### src/rtl/demultiplexer_16bit.sv
// Routes one DW-bit word per cycle into one of 16 holding registers (or all 16 on broadcast), one-cycle load latency.
// in_ready is combinational from the registered channel state and out_ready; a full, undrained target stalls the source.
module demultiplexer_16bit #(
  parameter int DW = 16
) (
  input  logic          clk,
  input  logic          rst_n,
  input  logic [DW-1:0] in_data,
  input  logic [3:0]    in_sel,
  input  logic          in_bcast,
  input  logic          in_valid,
  output logic          in_ready,
  output logic [DW-1:0] O0,
  output logic [DW-1:0] O1,
  output logic [DW-1:0] O2,
  output logic [DW-1:0] O3,
  output logic [DW-1:0] O4,
  output logic [DW-1:0] O5,
  output logic [DW-1:0] O6,
  output logic [DW-1:0] O7,
  output logic [DW-1:0] O8,
  output logic [DW-1:0] O9,
  output logic [DW-1:0] O10,
  output logic [DW-1:0] O11,
  output logic [DW-1:0] O12,
  output logic [DW-1:0] O13,
  output logic [DW-1:0] O14,
  output logic [DW-1:0] O15,
  output logic [15:0]   out_valid,
  input  logic [15:0]   out_ready,
  output logic [15:0]   xfer_count
);

  typedef enum logic {EMPTY = 1'b0, FULL = 1'b1} ch_state_t;

  ch_state_t     state [16];
  logic [DW-1:0] word  [16];
  logic [15:0]   free;
  logic [15:0]   load;
  logic          accept;

  always_comb begin
    for (int k = 0; k < 16; k++) begin
      out_valid[k] = (state[k] == FULL);
    end
  end

  // A channel draining this cycle can be refilled on the same edge.
  assign free     = ~out_valid | out_ready;
  assign in_ready = in_bcast ? (&free) : free[in_sel];
  assign accept   = in_valid & in_ready;

  always_comb begin
    load = 16'h0000;
    if (accept) begin
      load = in_bcast ? 16'hFFFF : (16'h0001 << in_sel);
    end
  end

  always_ff @(posedge clk) begin
    if (!rst_n) begin
      for (int k = 0; k < 16; k++) begin
        state[k] <= EMPTY;
        word[k]  <= '0;
      end
      xfer_count <= 16'h0000;
    end else begin
      for (int k = 0; k < 16; k++) begin
        if (load[k]) begin
          word[k]  <= in_data;
          state[k] <= FULL;
        end else if (state[k] == FULL && out_ready[k]) begin
          state[k] <= EMPTY;
        end
      end
      if (accept && xfer_count != 16'hFFFF) begin
        xfer_count <= xfer_count + 16'd1;
      end
    end
  end

  assign O0  = word[0];
  assign O1  = word[1];
  assign O2  = word[2];
  assign O3  = word[3];
  assign O4  = word[4];
  assign O5  = word[5];
  assign O6  = word[6];
  assign O7  = word[7];
  assign O8  = word[8];
  assign O9  = word[9];
  assign O10 = word[10];
  assign O11 = word[11];
  assign O12 = word[12];
  assign O13 = word[13];
  assign O14 = word[14];
  assign O15 = word[15];

endmodule

### config.mk
export PLATFORM = sky130hd
export DESIGN_NAME = demultiplexer_16bit
export DESIGN_NICKNAME = d
export VERILOG_FILES = /design/src/rtl/demultiplexer_16bit.sv
export SDC_FILE = /design/constraint.sdc
export NUM_CORES = 1
export LEC_CHECK = 0
export CAP_MARGIN = 15
export CORE_MARGIN = 1.5
export CORE_UTILIZATION = 45
export DETAILED_ROUTE_END_ITERATION = 10
export GPL_ROUTABILITY_DRIVEN = 0
export HOLD_SLACK_MARGIN = 0.12
export PLACE_DENSITY = 0.88
export SKIP_CTS_REPAIR_TIMING = 1
export SLEW_MARGIN = 25
export SYNTH_ARGS = -nofsm -noshare
export SYNTH_HDL_FRONTEND = slang
export SYNTH_SLANG_ARGS = --single-unit
### constraint.sdc
create_clock -name clk -period 5.3 [get_ports clk]
set_input_delay 1.325 -clock clk [delete_from_list [all_inputs] [get_ports clk]]
set_output_delay 1.325 -clock clk [all_outputs]
set_load 0.05 [all_outputs]
==> flow_summary.toml <==
[status]
status = "complete, no violations"

[sta]
period_share = 0.934
worst_slew_pin_slew_ns = 1.04
slew_headroom = 0.305
fin_ws_ns = 0.351
finalClockSkew_ns = 0.0195
setup_viol = 0
grt_setup_unrepaired = "no"
fmax_ghz = 0.202
slew_violations = 0
timing.final.hold_violations = 0
fin_setup_tns_ns = 0
period_minus_slack_ns = 4.95

[place]
dp_cells = 1370
dp_slack_ns = 0.384
place_area_sq_mm = 0.0145
portBuffers = 328
dpl.hpwl_microns = 22100

[global_route]
overflow = 0
grt_max_degree = 54
grt_pass1_vias = 7377
antenna_found_initial = 0
grt_pass1_wl_microns = 45200
track_usage = 0.249

[logic_synthesis]
synth_top_area_frac = 0.758
yosysUniqueCellTypes = 45
synth_most_common_cell = "edfxtp_1"
synth_edf_count = 271
ys_ff_latch = 288
async_flop_share = 0
avgSynthCellArea_sq_um = 14.5
yosys-top-cells-area = "edfxtp_1 76%, nor2_1 6.2%, dfxtp_1 3.2%"
synth_warnings = 0
synth_ff_type = "edfxtp_1"
syn_nets = 780
ys_seq_area_frac = 0.789
synthTopCellsByCount = "271 x edfxtp_1, 176 x nor2_1, 46 x nand2_1"
netlist_area_sq_mm = 0.0107
yosys.area.top_type = "edfxtp_1"
syn_inst = 739

[die]
core-area_sq_mm = 0.0235
die_area_sq_mm = 0.0248
ios = 329
die_h_microns = 157
initial_core_util = 0.458
die_w_microns = 157
rows = 56

[power]
p_leak_uw = 0.00549
p_seq_frac = 0.468
p_int_uw = 4120
switchingPower_uw = 1680
power_density_mw_per_mm2 = 377
swShare = 0.289
vdd_drop_max_mv = 0.179
comb_power_share = 0.192
p_clk_frac = 0.340

[flow_run]
max-cap-violations = 0

[setup_path]
end_kind = "output port"
r2r_cells = 8
cp_top_family = "buffers and inverters"
reg2reg_slack_ns = 1.97
crit_path_top_delay_cell = "or4b_1"
path_buf_inv = 3
critical_path.max_fanout = 9
crit_chain = "clkdlybuf4s50_1, nor2b_1, or4b_1, o41a_1, a211o_1, clkinv_1, buf_12"
crit_path_start_kind = "input pin"
cp.arrival_ns = 3.62
worstPathRequired_ns = 3.97
criticalPathCategory = "in2out"
worst-path-stages = 7
critical_path.max_stage_delay_ns = 0.56

[finish]
finalNonFillerCells = 1420
diodes = 0
areaGrowthSynthToFinish_pct = 43.1
finalInstanceArea_sq_mm = 0.0154
drive_above_1_share = 0.0699
layout.nets = 1123

[detailed_routing]
drc_errors = 0
drtPass1Iterations = 5
viasPerCell = 5.38
avgRoutedWirePerCell_microns = 22.1
wl_microns = 31500
drt_first_iter_violations = 681
ant_nets = 0
vias = 7639

[hold_path]
worstHoldPathCells = 2
hold_path_class = "reg2reg"

[clock_tree]
cts_buffers = 29
clk_pin_slew_ns = 0.06
h-tree-depth = 1
clk_latency_ns = 0.53
numClockSinks = 288
clockBufferDepth = 3
root_buffer = "clkbuf_16"
cts_tree = "yes"
cells by family after synthesis:
family / count (synthesis) / share of synthesized area
AOI/OAI and AO/OA: 75 / 0.0464
adders and majority gates: 1 / 0.00116
buffers and inverters: 44 / 0.0169
DFF: 288 / 0.789
muxes: 7 / 0.00769
and+or+nand+nor: 324 / 0.139
routing by layer:
layer | vias up | share of wire | GRT usage
li1 | 3366 | - | -
met1 | 3711 | 0.37 | 0.307
met2 | 501 | 0.52 | 0.448
met3 | 61 | 0.086 | 0.0374
met4 | 0 | 0.027 | 0.0800
met5 | - | 0 | 0
sequential cells by signal, summed over array words and instances (netlist names):
register	flops
state	16
word	256
xfer_count	16
cell usage in the layout (no fill, tap or decap), types with 9 or more instances in the layout:
master             n
nand3_1           13
dfxtp_1           17
nor2b_1           16
nor2_1           176
buf_4             21
nand2_1           46
a21o_1            12
nand2b_1           9
clkbuf_1           9
clkbuf_16         29
a21oi_1           18
or2_1             10
and2_1            16
clkdlybuf4s50_1  326
edfxtp_1         271
a31oi_1           13
area by class of cell:
cell class | count | area [sq um]
tap | 319 | 399
inverter | 7 | 26.3
clock inverter | 12 | 146
sequential | 288 | 8480
clock buffer | 38 | 759
multi-input combinational | 407 | 2110
fill | 1611 | 8110
timing repair buffer | 349 | 3450
through the flow:
| stage | utilization | hold slack, ns | total power (uW) |
|---|---|---|---|
| after CTS | 0.655 | 0.495 | 5820 |
| after floorplan | - | 0.690 | 3440 |
| after global routing | 0.655 | 0.510 | 5950 |
| after global placement | 0.616 | 0.473 | 3850 |
| final | 0.655 | 0.490 | 5800 |
| after detailed placement | 0.616 | 0.479 | 3870 |
worst min-delay path, cell delays in order, from the launching register on:
cell and delay, ns:
dfxtp_1 0.32, nand2_1 0.06, mux2i_1 0.06
worst paths after layout:
| path | startpoint | to |
|---|---|---|
| setup / recovery | out_ready[3] | in_ready |
| hold / removal | xfer_count[15]$_SDFFE_PN0P_ | xfer_count[15]$_SDFFE_PN0P_ |
| setup reg to reg | state[0][3]$_SDFFCE_PN0P_ | word[0][237]$_DFFE_PP_ |
| hold reg to reg | xfer_count[15]$_SDFFE_PN0P_ | xfer_count[15]$_SDFFE_PN0P_ |
power by group through the flow:
stage,sequential (uW),combinational [uW],clock [uW]
final,2710,1120,1970
after detailed placement,2760,1120,0
after global routing,2730,1150,2070
after global placement,2750,1100,0
after CTS,2710,1120,1990
after floorplan,3270,174,0
No activity file was read; power rests on OpenSTA's default activity.
